**config.mk**
```make
export PLATFORM = sky130hd
export DESIGN_NAME = sipo_deser_flat
export DESIGN_NICKNAME = d
export VERILOG_FILES = /design/src/rtl/sipo_piso_pkg.sv /design/src/rtl/sipo_deser_if.sv /design/src/rtl/sipo_deser_shift_core.sv /design/src/rtl/sipo_deser.sv /design/src/flat_wrapper.sv
export SDC_FILE = /design/constraint.sdc
export NUM_CORES = 1
export LEC_CHECK = 0
export CAP_MARGIN = 15
export CORE_AREA = 2 2 39 41
export CTS_CLUSTER_DIAMETER = 60
export CTS_CLUSTER_SIZE = 24
export DETAILED_ROUTE_END_ITERATION = 8
export DIE_AREA = 0 0 41 43
export GPL_TIMING_DRIVEN = 0
export PLACE_DENSITY = 0.65
export SLEW_MARGIN = 20
export SYNTH_ARGS = -nofsm -noshare
export SYNTH_HDL_FRONTEND = slang
export SYNTH_SLANG_ARGS = --single-unit
```
**constraint.sdc**
```tcl
create_clock -name clk -period 1.3 [get_ports clk]
set_clock_uncertainty 0.05 [all_clocks]
set_input_delay 0.195 -clock clk [delete_from_list [all_inputs] [get_ports clk]]
set_output_delay 0.195 -clock clk [all_outputs]
set_load 0.02 [all_outputs]
```
**src/rtl/sipo_piso_pkg.sv**
```systemverilog
// Shared constants for the PISO/SIPO serial link pair.
package sipo_piso_pkg;

  // Bit-order selector values, shared with the transmitter so both ends agree.
  localparam bit ORDER_LSB_FIRST = 1'b0;
  localparam bit ORDER_MSB_FIRST = 1'b1;

  localparam int DEFAULT_WIDTH = 4;

  // Width of a bit counter that must hold 0..width-1.
  function automatic int cnt_w(input int width);
    return (width > 2) ? $clog2(width) : 1;
  endfunction

endpackage

```
**src/rtl/sipo_deser_if.sv**
```systemverilog
// Serial-in / word-out bus of the deserializer.
interface sipo_deser_if #(parameter int WIDTH = 4) ();

  logic             sin;
  logic             sin_en;
  logic             clr;
  logic [WIDTH-1:0] dout;
  logic             dout_valid;
  logic             dout_ready;
  logic             busy;
  logic             overflow;

  // Deserializer side.
  modport slave (
    input  sin, sin_en, clr, dout_ready,
    output dout, dout_valid, busy, overflow
  );

  // Link/consumer side.
  modport master (
    output sin, sin_en, clr, dout_ready,
    input  dout, dout_valid, busy, overflow
  );

endinterface

```
**src/rtl/sipo_deser_shift_core.sv**
```systemverilog
// Shift register and bit counter; flags the bit that completes a word.
module sipo_shift_core
  import sipo_piso_pkg::*;
#(
  parameter int WIDTH     = DEFAULT_WIDTH,
  parameter bit MSB_FIRST = ORDER_MSB_FIRST
) (
  input  logic             clk,
  input  logic             srst,
  input  logic             sin,
  input  logic             sin_en,
  output logic             word_done,
  output logic [WIDTH-1:0] word_nxt,
  output logic             busy
);

  localparam int CW = cnt_w(WIDTH);
  localparam logic [CW-1:0] LAST = CW'(WIDTH - 1);

  logic [WIDTH-1:0] sh;
  logic [CW-1:0]    cnt;

  // Next shift value; word_nxt is the full word when this bit completes it.
  always_comb begin
    if (MSB_FIRST) word_nxt = {sh[WIDTH-2:0], sin};
    else           word_nxt = {sin, sh[WIDTH-1:1]};
  end

  // Completion is a one-cycle pulse on the qualified last bit of a word.
  assign word_done = sin_en && (cnt == LAST);
  assign busy      = (cnt != '0);

  // Shift and count only on qualified bits; the count wraps at WIDTH-1 so
  // non power-of-two widths frame correctly.
  always_ff @(posedge clk) begin
    if (srst) begin
      sh  <= '0;
      cnt <= '0;
    end else if (sin_en) begin
      sh  <= word_nxt;
      cnt <= (cnt == LAST) ? '0 : cnt + 1'b1;
    end
  end

endmodule

```
**src/rtl/sipo_deser.sv**
```systemverilog
// Serial-to-parallel deserializer with a held, handshaked output word.
module sipo_deser
  import sipo_piso_pkg::*;
#(
  parameter int WIDTH     = DEFAULT_WIDTH,
  parameter bit MSB_FIRST = ORDER_MSB_FIRST
) (
  input  logic        clk,
  input  logic        rst,
  sipo_deser_if.slave bus
);

  logic             srst;
  logic             word_done;
  logic [WIDTH-1:0] word_nxt;
  logic             core_busy;
  logic [WIDTH-1:0] dout_q;
  logic             vld_q;
  logic             ovf_q;
  logic             busy_q;

  // Soft clear behaves exactly like reset.
  assign srst = rst || bus.clr;

  sipo_shift_core #(.WIDTH(WIDTH), .MSB_FIRST(MSB_FIRST)) u_core (
    .clk      (clk),
    .srst     (srst),
    .sin      (bus.sin),
    .sin_en   (bus.sin_en),
    .word_done(word_done),
    .word_nxt (word_nxt),
    .busy     (core_busy)
  );

  // Output register: load on completion when the slot is free or being
  // drained this edge; otherwise drop the word and flag overflow.
  always_ff @(posedge clk) begin
    if (srst) begin
      dout_q <= '0;
      vld_q  <= 1'b0;
      ovf_q  <= 1'b0;
    end else if (word_done) begin
      if (!vld_q || bus.dout_ready) begin
        dout_q <= word_nxt;
        vld_q  <= 1'b1;
      end else begin
        ovf_q  <= 1'b1;
      end
    end else if (vld_q && bus.dout_ready) begin
      vld_q  <= 1'b0;
    end
  end

  // busy mirrors the core count state; kept as its own flop so the port is a
  // plain register output.
  always_ff @(posedge clk) begin
    if (srst)                      busy_q <= 1'b0;
    else if (bus.sin_en)           busy_q <= !word_done;
    else                           busy_q <= core_busy;
  end

  assign bus.dout       = dout_q;
  assign bus.dout_valid = vld_q;
  assign bus.overflow   = ovf_q;
  assign bus.busy       = busy_q;

endmodule

```
**src/flat_wrapper.sv**
```systemverilog
// flat-port wrapper written by rule: the top's interface ports become plain ports
module sipo_deser_flat import sipo_piso_pkg::*;
#(
  parameter int WIDTH     = DEFAULT_WIDTH,
  parameter bit MSB_FIRST = ORDER_MSB_FIRST
)
  (clk, rst, bus_sin, bus_sin_en, bus_clr, bus_dout_ready, bus_dout, bus_dout_valid, bus_busy, bus_overflow);
  sipo_deser_if #(.WIDTH(WIDTH)) bus_i ();
  input  logic clk;
  input  logic rst;
  input wire logic [$bits(bus_i.sin)-1:0] bus_sin;
  input wire logic [$bits(bus_i.sin_en)-1:0] bus_sin_en;
  input wire logic [$bits(bus_i.clr)-1:0] bus_clr;
  input wire logic [$bits(bus_i.dout_ready)-1:0] bus_dout_ready;
  output wire logic [$bits(bus_i.dout)-1:0] bus_dout;
  output wire logic [$bits(bus_i.dout_valid)-1:0] bus_dout_valid;
  output wire logic [$bits(bus_i.busy)-1:0] bus_busy;
  output wire logic [$bits(bus_i.overflow)-1:0] bus_overflow;
  assign bus_i.sin = bus_sin;
  assign bus_i.sin_en = bus_sin_en;
  assign bus_i.clr = bus_clr;
  assign bus_i.dout_ready = bus_dout_ready;
  assign bus_dout = bus_i.dout;
  assign bus_dout_valid = bus_i.dout_valid;
  assign bus_busy = bus_i.busy;
  assign bus_overflow = bus_i.overflow;
  sipo_deser #(.WIDTH(WIDTH), .MSB_FIRST(MSB_FIRST)) u_core (.clk(clk), .rst(rst), .bus(bus_i));
endmodule
```
# After elaboration in Yosys (flattened, before gate mapping)
# Index checks and enable logic that the tools add are counted.
[totals]
regBits = 12
latchBits = 0
ram_bits = 0
rom_bits = 0
in_bits = 6
out_inout_bits = 7
word_cells = 26
mem_count = 0
[op_classes]
addsub = 1
mul = 0
div_mod_pow = 0
magnitude_cmp = 0
eq_ne = 2
shifts = 0
n_mux = 5
bitwise_logic = 1
n_reduce_logical = 11
[ops]
columns = ["operator", "n"]
rows = [
  ["AND reduction 2 bit", 3],
  ["two-way mux 1 bit", 4],
  ["nonzero test 2 bit", 2],
  ["adder 2 x 1 -> 2 bit, second input constant", 1],
  ["== test 2 bit, second input constant", 1],
  ["logical AND 1 bit", 2],
  ["logical NOT 1 bit", 2],
  ["logical OR 1 bit", 2],
  ["two-way mux 2 bit", 1],
  ["inequality test 2 bit, second input constant", 1],
  ["NOT 1 bit", 1],
]

# Longest topological paths before layout
# Gate-level depths: netlist of the first run.
[logic_depth]
ltp_word = 4
mapped_depth = 5
mapped_depth_nobuf = 4

# By module
# A second synthesis of the first run with hierarchy kept.
[unflattened]
cells_unflattened = 52
hier_area_um2 = 491.7
[modules_own_cells]
columns = ["mod", "instances", "cells_each", "area_each_um2", "seq_area_each_um2"]
rows = [
  ["sipo_deser", 1, 29, 256.5, 140.1],
  ["sipo_shift_core", 1, 23, 235.2, 100.1],
]

# Worst setup path before layout of the first run
# OpenSTA, ideal clock, no wires.
[synth_path]
kind = "reg2reg"
startpoint = "reg u_core.u_core.cnt[0]"
endpoint = "reg u_core.ovf_q (netlist: u_core.bus.overflow)"
setup_ns = 0.117
arrival_ns = 0.959
required_ns = 1.133
path_slack_ns = 0.174
stages_incl_launch_ff = 6
path_buffers = 1
period_less_slack_ns = 1.126
cell_sequence = "dfxtp_1 ha_1 and2_4 buf_6 a21oi_1 nor2_1"
[synth_via]
elab_chain_cells = 3
[synth_lines]
columns = ["item", "line_no", "text"]
rows = [
  ["start, declared", "sipo_deser_shift_core.sv:21", "logic [CW-1:0] cnt;"],
  ["start signal, assigned", "sipo_deser_shift_core.sv:41", "cnt <= (cnt == LAST) ? '0 : cnt + 1'b1;"],
  ["== test 2 bit", "sipo_deser_shift_core.sv:30", "assign word_done = sin_en && (cnt == LAST);"],
  ["logical AND 1 bit", "sipo_deser_shift_core.sv:30", ""],
  ["AND reduction 2 bit (no source line)", "--", ""],
  ["end signal, assigned", "sipo_deser.sv:41", "ovf_q <= 1'b0;"],
  ["end signal, assigned", "sipo_deser.sv:47", "ovf_q <= 1'b1;"],
  ["end, declared", "sipo_deser.sv:19", "logic ovf_q;"],
]
# Every way passes these cells.
# A chain may end at the register's enable or synchronous reset.

# Worst setup path after layout of the first run
# Ends and elaborated chain as after synthesis.

==> results of run 1 <==
[timing repair]
| action | in CTS | in global routing |
|---|---|---|
| gates resized for setup | 7 | 0 |
| setup endpoints to repair | 7 | 0 |
| setup buffers | 0 | 0 |
[worst reg2reg max path, stage by stage (launching register included)]
cell and delay [ns]:
sky130_fd_sc_hd__dfxtp_1 0.34, sky130_fd_sc_hd__ha_1 0.23, sky130_fd_sc_hd__and2_4 0.16, sky130_fd_sc_hd__buf_6 0.12, sky130_fd_sc_hd__a21oi_1 0.14, sky130_fd_sc_hd__nor2_1 0.05
[synthesized netlist by cell type (all sizes together)]
library cell   n  area share, %
a211oi         1            2.5
a21oi          7            7.1
and2           1            1.8
buf            3            5.6
dfxtp         12             48
ha             2            5.0
inv            3            2.3
mux2i          4            8.1
nand2          1           0.76
nand3          4            4.0
nor2           6            4.5
nor2b          1            1.3
nor3b          1            1.5
o21ai          4            4.0
or2            1            1.3
or2b           1            1.8
[final timing paths]
path                                           start             endpoint  slack (ns)  depth (start not counted)
worst max-delay path            u_core.u_core.cnt[0]  u_core.bus.overflow        0.12                          5
worst min register to register   u_core.u_core.sh[2]   u_core.bus.dout[3]        0.42                          2
worst min-delay path                      bus_sin_en      u_core.bus.busy        0.17                          3
worst max register to register  u_core.u_core.cnt[0]  u_core.bus.overflow        0.12                          5
[metal layers]
metal / vias to the layer above / part of all wire [%] / GRT usage, %
met5: - / 0 / 0
met4: 0 / 0 / 6.00
met3: 0 / 6.9 / 4.71
met2: 13 / 47 / 17.5
met1: 169 / 46 / 12.1
li1: 204 / - / -
[metrics by stage]
stage	cell area, µm²	hold WS [ns]
finish	653	0.169
global route	653	0.171
CTS	653	0.169
detailed placement	626	0.417
global placement	626	0.407
floorplan	495	0.292
[state kept, by name (all words and copies together) (netlist names)]
register	cells
u_core.bus.busy	1
u_core.u_core.sh	3
u_core.u_core.cnt	2
u_core.bus.dout_valid	1
u_core.bus.overflow	1
u_core.bus.dout	4
[power by group through the flow]
stage	Sequential [mW]	Clock, mW	Combinational, mW
3_5_place_dp	0.384	0	0.0486
5_1_grt	0.376	0.324	0.0529
6_report	0.375	0.295	0.0471
4_1_cts	0.375	0.301	0.0478
3_3_place_gp	0.383	0	0.0484
2_1_floorplan	0.385	0	0.0266
[cells by family after synthesis]
| group | count (synthesis) | synth area share (%) |
|---|---|---|
| compound gates | 12 | 13.6 |
| mux | 4 | 8.08 |
| fa+ha+maj | 2 | 5.05 |
| buf+inv | 6 | 7.83 |
| flops | 12 | 48.5 |
| simple gates | 16 | 16.9 |
[layout make-up]
class / count / area (µm²) / share of cell area, %
flip-flops and latches: 12 / 240 / 36.8
plain buffers: 3 / 27.5 / 4.21
multi-input cells: 34 / 216 / 33.1
clock buffers: 4 / 36.3 / 5.56
inverters: 3 / 11.3 / 1.72
repair buffers: 11 / 101 / 15.5
well taps: 16 / 20.0 / 3.07
[placed cells by master (no fill, tap or decap), drive strengths merged]
master,instances
nor3b,1
buf,3
clkdlybuf4s50,4
or2b,1
and2,1
mux2i,4
clkbuf,4
inv,3
dfxtp,12
nand3,4
or2,1
a211oi,1
nand2,1
nor2,6
o21ai,4
nor2b,1
ha,2
a21oi,7
dlygate4sd2,7
==> impl_results.html, run 1 <==
<table>
<tr><th>Metric</th><th>Value</th></tr>
<tr><th colspan="2">Clock tree</th></tr>
<tr><td>Worst skew pair latency</td><td>0.27 ns</td></tr>
<tr><td>Max Buffers Root-to-Sink</td><td>2</td></tr>
<tr><td>Deepest level of the CTS H-tree</td><td>1</td></tr>
<tr><td>Clock tree from TritonCTS</td><td>done</td></tr>
<tr><td>Root buffer cell</td><td>sky130_fd_sc_hd__clkbuf_4</td></tr>
<tr><td>Total number of clock tree sinks</td><td>12</td></tr>
<tr><td>Post-CTS clock slew at the launch and capture registers of the worst setup and hold paths</td><td>~0.08 ns</td></tr>
<tr><td>Hold-fix buffers at CTS</td><td>0</td></tr>
<tr><td>Cts bufs inserted</td><td>3</td></tr>
<tr><th colspan="2">Setup path</th></tr>
<tr><td>Family of cells with the greatest summed delay on the critical path</td><td>flip-flops</td></tr>
<tr><td>Startpoint type of the worst setup path</td><td>flip-flop</td></tr>
<tr><td>Peak fanout along the critical path</td><td>6</td></tr>
<tr><td>Max stage delay on crit path</td><td>0.34 ns</td></tr>
<tr><td>Required time of the critical path</td><td>1.42 ns</td></tr>
<tr><td>Max stage delay cell, worst path</td><td>sky130_fd_sc_hd__dfxtp_1</td></tr>
<tr><td>Type of the setup path with the least slack</td><td>reg -&gt; reg</td></tr>
<tr><td>Critical Path, Cell by Cell</td><td>ha_1 &gt; and2_4 &gt; buf_6 &gt; a21oi_1 &gt; nor2_1</td></tr>
<tr><td>Number of buffers and inverters on the critical path</td><td>1</td></tr>
<tr><td>Crit. End Element</td><td>flip-flop</td></tr>
<tr><td>Critical path arrival</td><td>1.30 ns</td></tr>
<tr><th colspan="2">Drt</th></tr>
<tr><td>Routed Wire Length</td><td>850 µm</td></tr>
<tr><td>Remaining antenna violation count</td><td>0</td></tr>
<tr><td>Post-detailed-route DRC marker count</td><td>0</td></tr>
<tr><td>Total vias in the final route</td><td>386</td></tr>
<tr><td>Via-per-instance ratio</td><td>between 4 and 5</td></tr>
<tr><td>First-iteration detailed-routing DRC count</td><td>6</td></tr>
<tr><td>Pre-Repair DR Iteration Count</td><td>4</td></tr>
<tr><td>Average wire length per cell after detail routing</td><td>10.2 µm</td></tr>
<tr><th colspan="2">Floorplan</th></tr>
<tr><td>Chip width</td><td>approximately 41 µm</td></tr>
<tr><td>Core Footprint</td><td>1380 µm²</td></tr>
<tr><td>Die H</td><td>43 µm</td></tr>
<tr><td>Starting Density</td><td>between 30% and 40%</td></tr>
<tr><td>Site row count</td><td>14</td></tr>
<tr><td>I/O pin count</td><td>13</td></tr>
<tr><td>Die area</td><td>1760 µm²</td></tr>
<tr><th colspan="2">Timing</th></tr>
<tr><td>Slew Limit Headroom</td><td>about four fifths</td></tr>
<tr><td>Setup_tns</td><td>0 ns</td></tr>
<tr><td>Setup-failing EPs final</td><td>0</td></tr>
<tr><td>Minimum setup slack in the final design</td><td>between 0.1 and 0.15 ns</td></tr>
<tr><td>Slew Viols, Final</td><td>0</td></tr>
<tr><td>Fin crit period</td><td>1.18 ns</td></tr>
<tr><td>Highest clock rate</td><td>0.846 GHz</td></tr>
<tr><td>Count of final hold-check violations</td><td>0</td></tr>
<tr><td>Worst slew pin tran</td><td>between 0.2 and 0.3 ns</td></tr>
<tr><td>Unrepaired setup endpoints after global routing</td><td>no</td></tr>
<tr><td>Tcrit/Tclk final</td><td>90.9%</td></tr>
<tr><th colspan="2">Synth</th></tr>
<tr><td>Distinct cell type count after synthesis</td><td>17</td></tr>
<tr><td>Count of yosys warnings during synthesis</td><td>0</td></tr>
<tr><td>Number of instances in the synthesized netlist</td><td>52</td></tr>
<tr><td>Mapped Avg Cell Area</td><td>9.53 µm²</td></tr>
<tr><td>Syn nets</td><td>60</td></tr>
<tr><td>Post-synthesis sequential area ratio</td><td>48.5%</td></tr>
<tr><td>Mapped cell area</td><td>~500 µm²</td></tr>
<tr><td>Number of synthesized register bits</td><td>12</td></tr>
<tr><th colspan="2">Power and ir drop</th></tr>
<tr><td>PnR Total Power</td><td>a little over 0.7 mW</td></tr>
<tr><td>Fraction of power spent switching nets</td><td>20.7%</td></tr>
<tr><td>Combinational fraction of design power</td><td>6.6%</td></tr>
<tr><td>Internal power component</td><td>around 0.57 mW</td></tr>
<tr><td>Switching power</td><td>approximately 0.15 mW</td></tr>
<tr><td>Share of total power in sequential cells</td><td>52.3%</td></tr>
<tr><td>IR drop worst, VDD</td><td>~0.00054 V</td></tr>
<tr><td>Clock Power Share</td><td>41.1%</td></tr>
<tr><td>Cell leakage power</td><td>0.282 nW</td></tr>
<tr><td>Pwr dens</td><td>~1100 nW/µm²</td></tr>
<tr><th colspan="2">Placement</th></tr>
<tr><td>RD Place Congestion</td><td>0.694</td></tr>
<tr><td>Port Buffer Count</td><td>11</td></tr>
<tr><td>Placed cell count</td><td>79</td></tr>
<tr><td>Post-DP HPWL</td><td>648 µm</td></tr>
<tr><td>Setup WS pre-CTS</td><td>roughly 0.0039 ns</td></tr>
<tr><th colspan="2">Layout</th></tr>
<tr><td>Area overhead of the layout relative to synthesis</td><td>31.8%</td></tr>
<tr><td>Share of layout cells above drive strength 1</td><td>14.9%</td></tr>
<tr><td>Filler cells</td><td>about 140</td></tr>
<tr><td>Final design utilization</td><td>between 40% and 50%</td></tr>
<tr><td>Diode count</td><td>0</td></tr>
<tr><td>Net count reported at finish</td><td>between 70 and 80</td></tr>
<tr><td>Post-route non-filler standard cell count</td><td>83</td></tr>
<tr><th colspan="2">Run</th></tr>
<tr><td>Max-cap violation count</td><td>0</td></tr>
<tr><th colspan="2">Global route</th></tr>
<tr><td>Combined global-route utilization of all metal layers</td><td>11.2%</td></tr>
<tr><td>Maximum number of pins on one net before global-route repair</td><td>11</td></tr>
<tr><td>Wire length of the first global-routing pass</td><td>1300 µm</td></tr>
<tr><td>Via count of the first global-routing pass</td><td>~330</td></tr>
<tr><td>Leftover overflow at the end of global routing</td><td>0</td></tr>
<tr><td>Antenna violations before repair</td><td>0</td></tr>
<tr><th colspan="2">Hold path</th></tr>
<tr><td>Worst Hold Class</td><td>in -&gt; reg</td></tr>
<tr><th colspan="2">Status</th></tr>
<tr><td>Outcome</td><td>finished, final reports clean</td></tr>
</table>
Note: power is estimated with default switching activity, not from simulation.
==> inputs of run 2 (changes only) <==
TNS_END_PERCENT = 50   (was not set)
==> results of run 2 <==
Same layout as run 1: the final DEF is identical, and so are final timing and power.
